[src/rtl/mib_link_trainer.sv]
// MIB link trainer: sends the 7-word training pattern after PLL lock, retries on alignment timeout, then hands the bus to user data.
// All outputs are registered; user words appear on o_mib_ad one cycle after acceptance. Nothing stalls: o_usr_ready is simply high while the link is up.
module mib_link_trainer #(
  parameter int REPEATS   = 16,
  parameter int TIMEOUT   = 1024,
  parameter int MAX_RETRY = 3
) (
  input  logic        i_clk,
  input  logic        i_srst_n,
  input  logic        i_pll_locked,
  input  logic        i_start,
  input  logic        i_rx_aligned,
  input  logic        i_usr_valid,
  input  logic [12:0] i_usr_data,
  output logic        o_usr_ready,
  output logic [12:0] o_mib_ad,
  output logic        o_mib_train,
  output logic        o_link_up,
  output logic        o_train_fail,
  output logic [3:0]  o_retry_cnt
);
  localparam int PW = $clog2(REPEATS + 1);
  localparam int TW = $clog2(TIMEOUT + 1);
  localparam logic [PW-1:0] PASS_LAST  = PW'(REPEATS);
  localparam logic [TW-1:0] TIMER_LAST = TW'(TIMEOUT - 1);
  localparam logic [3:0]    RETRY_LAST = 4'(MAX_RETRY);

  typedef enum logic [2:0] {S_IDLE, S_SEND, S_WAIT_ACK, S_LINK_UP, S_FAIL} state_t;

  state_t          state, state_nxt;
  logic [2:0]      idx, idx_nxt, idx_adv;
  logic [PW-1:0]   pass, pass_nxt;
  logic [TW-1:0]   timer, timer_nxt;
  logic [3:0]      retry_nxt;
  logic [12:0]     ad_nxt;
  logic            train_nxt, link_nxt, ready_nxt, fail_nxt, enter_send;

  function automatic logic [12:0] pattern_word(input logic [2:0] i);
    case (i)
      3'd0:    return 13'h0AAA;
      3'd1:    return 13'h0555;
      3'd2:    return 13'h0F0F;
      3'd3:    return 13'h10F0;
      3'd4:    return 13'h0000;
      3'd5:    return 13'h1FFF;
      default: return 13'h00F5;
    endcase
  endfunction

  assign idx_adv = (idx == 3'd6) ? 3'd0 : idx + 3'd1;

  always_comb begin
    state_nxt  = state;
    idx_nxt    = idx;
    pass_nxt   = pass;
    timer_nxt  = timer;
    retry_nxt  = o_retry_cnt;
    ad_nxt     = o_mib_ad;
    train_nxt  = o_mib_train;
    link_nxt   = o_link_up;
    ready_nxt  = o_usr_ready;
    fail_nxt   = o_train_fail;
    enter_send = 1'b0;

    case (state)
      S_IDLE: begin
        enter_send = 1'b1;
        retry_nxt  = 4'd0;
      end
      S_SEND: begin
        ad_nxt    = pattern_word(idx);
        train_nxt = ~o_mib_train;
        idx_nxt   = idx_adv;
        // idx==0 with all passes counted means the last word is already on the bus
        if (idx == 3'd0 && pass == PASS_LAST) begin
          state_nxt = S_WAIT_ACK;
          timer_nxt = '0;
        end else if (idx == 3'd6) begin
          pass_nxt = pass + PW'(1);
        end
      end
      S_WAIT_ACK: begin
        ad_nxt    = pattern_word(idx);
        train_nxt = ~o_mib_train;
        idx_nxt   = idx_adv;
        timer_nxt = timer + TW'(1);
        if (i_rx_aligned) begin
          state_nxt = S_LINK_UP;
          ad_nxt    = '0;
          train_nxt = 1'b0;
          link_nxt  = 1'b1;
          ready_nxt = 1'b1;
        end else if (timer == TIMER_LAST) begin
          if (o_retry_cnt == RETRY_LAST) begin
            state_nxt = S_FAIL;
            ad_nxt    = '0;
            train_nxt = 1'b0;
            fail_nxt  = 1'b1;
          end else begin
            retry_nxt  = o_retry_cnt + 4'd1;
            enter_send = 1'b1;
          end
        end
      end
      S_LINK_UP: begin
        ad_nxt = i_usr_valid ? i_usr_data : 13'h0000;
        if (!i_rx_aligned || i_start) begin
          retry_nxt  = 4'd0;
          enter_send = 1'b1;
        end
      end
      S_FAIL: begin
        if (i_start) begin
          retry_nxt  = 4'd0;
          enter_send = 1'b1;
        end
      end
      default: state_nxt = S_IDLE;
    endcase

    // Word 0 goes out on the entry edge, so the index register points at word 1.
    if (enter_send) begin
      state_nxt = S_SEND;
      ad_nxt    = pattern_word(3'd0);
      train_nxt = 1'b1;
      idx_nxt   = 3'd1;
      pass_nxt  = '0;
      timer_nxt = '0;
      link_nxt  = 1'b0;
      ready_nxt = 1'b0;
      fail_nxt  = 1'b0;
    end

    if (!i_pll_locked) begin
      state_nxt = S_IDLE;
      idx_nxt   = 3'd0;
      pass_nxt  = '0;
      timer_nxt = '0;
      retry_nxt = 4'd0;
      ad_nxt    = '0;
      train_nxt = 1'b0;
      link_nxt  = 1'b0;
      ready_nxt = 1'b0;
      fail_nxt  = 1'b0;
    end
  end

  always_ff @(posedge i_clk) begin
    if (!i_srst_n) begin
      state        <= S_IDLE;
      idx          <= 3'd0;
      pass         <= '0;
      timer        <= '0;
      o_retry_cnt  <= 4'd0;
      o_mib_ad     <= '0;
      o_mib_train  <= 1'b0;
      o_link_up    <= 1'b0;
      o_usr_ready  <= 1'b0;
      o_train_fail <= 1'b0;
    end else begin
      state        <= state_nxt;
      idx          <= idx_nxt;
      pass         <= pass_nxt;
      timer        <= timer_nxt;
      o_retry_cnt  <= retry_nxt;
      o_mib_ad     <= ad_nxt;
      o_mib_train  <= train_nxt;
      o_link_up    <= link_nxt;
      o_usr_ready  <= ready_nxt;
      o_train_fail <= fail_nxt;
    end
  end
endmodule
[config.mk]
export PLATFORM = sky130hd
export DESIGN_NAME = mib_link_trainer
export DESIGN_NICKNAME = d
export VERILOG_FILES = /design/src/rtl/mib_link_trainer.sv
export SDC_FILE = /design/constraint.sdc
export NUM_CORES = 1
export LEC_CHECK = 0
export CAP_MARGIN = 40
export CORE_MARGIN = 2
export CORE_UTILIZATION = 40
export CTS_BUF_LIST = sky130_fd_sc_hd__clkbuf_16
export DETAILED_ROUTE_END_ITERATION = 8
export GPL_ROUTABILITY_DRIVEN = 0
export HOLD_SLACK_MARGIN = 0.15
export SLEW_MARGIN = 30
export SYNTH_ARGS = -nofsm -noshare
export SYNTH_HDL_FRONTEND = slang
export SYNTH_SLANG_ARGS = --single-unit
[constraint.sdc]
create_clock -name i_clk -period 2.61 [get_ports i_clk]
set_clock_uncertainty 0.15 [all_clocks]
set_input_delay 0.522 -clock i_clk [delete_from_list [all_inputs] [get_ports i_clk]]
set_output_delay 0.522 -clock i_clk [all_outputs]
set_load 0.005 [all_outputs]
==> flow_summary_export.csv <==
group,metric,value,unit
pwr,ir_drop,0.3218,mV
synth,ys.flop_type,"dfxtp_1",
die,start_util,41.65,%
synth,synth_area,2127,µm²
synth,synth_area_leaders,"dfxtp_1 40%, a21oi_1 5.9%, nor2_1 5.1%",
detailed_routing,dr.pass1.iters,4,
timing,tightest_slew,0.6192,ns
die,ios,40,
clocking,cts.path.max_buffers,2,
global_route,grt_pass1_vias,1770,
detailed_routing,drtAntennaViolNets,0,
synth,synth.avg_cell_area,8.276,µm²
synth,netlist_instances,257,
cells_and_area,final_util,53.41,%
detailed_routing,vias,1981,
synth,synth_top_area_share,39.53,%
timing,hold_slack,0.3167,ns
detailed_routing,detail_route.vias_per_cell,5.413,
synth,yosysTopAreaCell,"dfxtp_1",
timing,rsz0062_at_grt,"no",
setup_path,end_kind,"flop",
synth,synth_seq_area_share,39.53,%
pwr,power,1.350,mW
synth,synth-edff-count,0,
global_route,grtUsageTotal,17.42,%
global_route,grt_max_degree,30,
timing,layout_min_cycle_time,2.361,ns
pwr,p_leak,0.9223,nW
die,die_area,5917,µm²
place,io_buffers,39,
cells_and_area,n_antenna_cell,0,
hold_path,min_path_type,"flop to flop",
clocking,post-cts-setup-buffer-count,0,
setup_path,crit_arrival,2.38,ns
timing,worst_slew_margin_rel,58.44,%
detailed_routing,wl_per_cell,13.48,µm
detailed_routing,drc,0,
cells_and_area,nets,319,
synth,synth_warnings,0,
cells_and_area,fin_area,2728,µm²
setup_path,critical_path_class,"flop to flop",
place,dp_hpwl,3.508,mm
clocking,cts_sinks,42,
die,rows,26,
global_route,grt_pass1_wl,8.487,mm
clocking,clkLatencyLatePin,0.27,ns
die,dieWidth,76.92,µm
clocking,path_clk_slew,0.06,ns
clocking,root_buffer,"clkbuf_16",
setup_path,cp_data_required_time,2.63,ns
outcome,status,"finished clean",
setup_path,cp_max_fo,10,
synth,synthesis.nets,281,
setup_path,crit_path_start_kind,"flop",
timing,setup_viol,0,
timing,setup_tns,0,ns
run,maxCapViolations,0,
timing,maxSlewViolCount,0,
cells_and_area,drive_gt1_share,7.770,%
global_route,grt_overflow,0,
clocking,htreeDepth,2,
synth,synth-seq-cells,42,
synth,async_reset_ff_share,0,%
global_route,antenna_found_initial,0,
timing,hold_viol,0,
cells_and_area,area.growth.synth_to_final,28.24,%
die,coreArea,5107,µm²
detailed_routing,drt_iter0_markers,104,
synth,synth_cell_type_count,46,
die,dieHeight,76.92,µm
clocking,cts-resized-gates,0,
clocking,holdBufCountCts,0,
timing,finalCritPeriodShare,90.44,%
clocking,cts_tree,"done",
detailed_routing,finalWirelength,4.934,mm
clocking,cts_made_buffers,5,
pwr,power_density,495.0,nW/µm²
place,dpl_cell_area,2590,µm²
timing,clock.fmax,423.6,MHz
synth_stat cells, drive strengths merged (3+ instances only):
cell type,n
a21oi,25
a31oi,6
o21ai,14
nor2,30
xor2,5
mux2,3
a311oi,3
and3,3
a22oi,8
a211oi,5
dfxtp,42
mux2i,3
nand3,13
ha,5
o22ai,5
clkbuf,7
and2,7
a21boi,3
nor3b,3
nand2,20
inv,8
nand4,9
buf,8
state kept, by name, summed over array words and instances (netlist names), 3 cells and up:
name,count
timer,11
pass,5
o_mib_ad,13
idx,3
o_retry_cnt,4
state,3
cell type report:
cell class,count,area (µm²)
Clock buffer,5,125.1
Clock inverter,3,12.51
Fill cell,507,2380
Inverter,8,30.03
Multi-Input combinational cell,192,1176
Sequential cell,42,840.8
Tap cell,70,87.58
Timing Repair Buffer,46,455.4
worst max-delay path, stage by stage (launching register included):
cell	delay (ns)
dfxtp_1	0.51
or3b_1	0.54
nor2_2	0.29
nand3_1	0.13
and2_1	0.32
a32o_1	0.31
layer usage:
layer / global-route usage, % / vias up / share of wire (%)
met1: 24.12 / 924 / 49
met4: 5.455 / 0 / 0.99
met2: 27.28 / 40 / 47
li1: - / 1012 / -
met5: 0 / - / 0
met3: 3.412 / 5 / 3.6
cell families (layout without fill, tap and decap cells):
family          count (synthesis)  in the layout  synth area share [%]
mux                             6              6                 3.000
xor+xnor                        7              7                 2.882
fa+ha+maj                       5              5                 2.941
flops                          42             42                 39.53
simple gates                   95             95                 23.18
compound gates                 79             79                 23.29
buf+inv                        23             62                 5.177
per-stage QoR:
| stage | std cells | setup slack [ns] |
|---|---|---|
| after CTS | 366 | 0.2693 |
| after floorplan | 257 | 0.5348 |
| after global routing | 366 | 0.1610 |
| final | 366 | 0.2495 |
| after detailed placement | 358 | 0.2054 |
| after global placement | 358 | 0.2605 |
worst paths after layout:
check          startpoint             end  slack (ns)  cells past startpoint
max              state[1]  o_retry_cnt[1]        0.25                      5
min          o_train_fail    o_train_fail        0.32                      2
max reg2reg      state[1]  o_retry_cnt[1]        0.25                      5
min reg2reg  o_train_fail    o_train_fail        0.32                      2
cell usage in the layout, fill, tap and decap left out, types with 3 or more instances in the layout:
cell / n
mux2_2: 3
a21oi_1: 25
o21ai_0: 14
and2_1: 7
and3_1: 3
a31oi_1: 6
a22oi_1: 8
dfxtp_1: 42
nor2_1: 29
clkbuf_16: 5
nand2_1: 20
ha_1: 5
mux2i_1: 3
a311oi_1: 3
inv_1: 9
a211oi_1: 5
buf_4: 6
clkdlybuf4s50_1: 39
xor2_1: 5
nand3_1: 13
o22ai_1: 5
nand4_1: 8
where the power goes:
part / total [mW] / switching [mW] / internal (mW)
logic: 0.110 / 0.0495 / 0.0609
clock network: 0.580 / 0.234 / 0.346
registers: 0.660 / 0.00752 / 0.652
total: 1.35 / 0.291 / 1.06
Note: power is estimated with default switching activity, not from simulation.
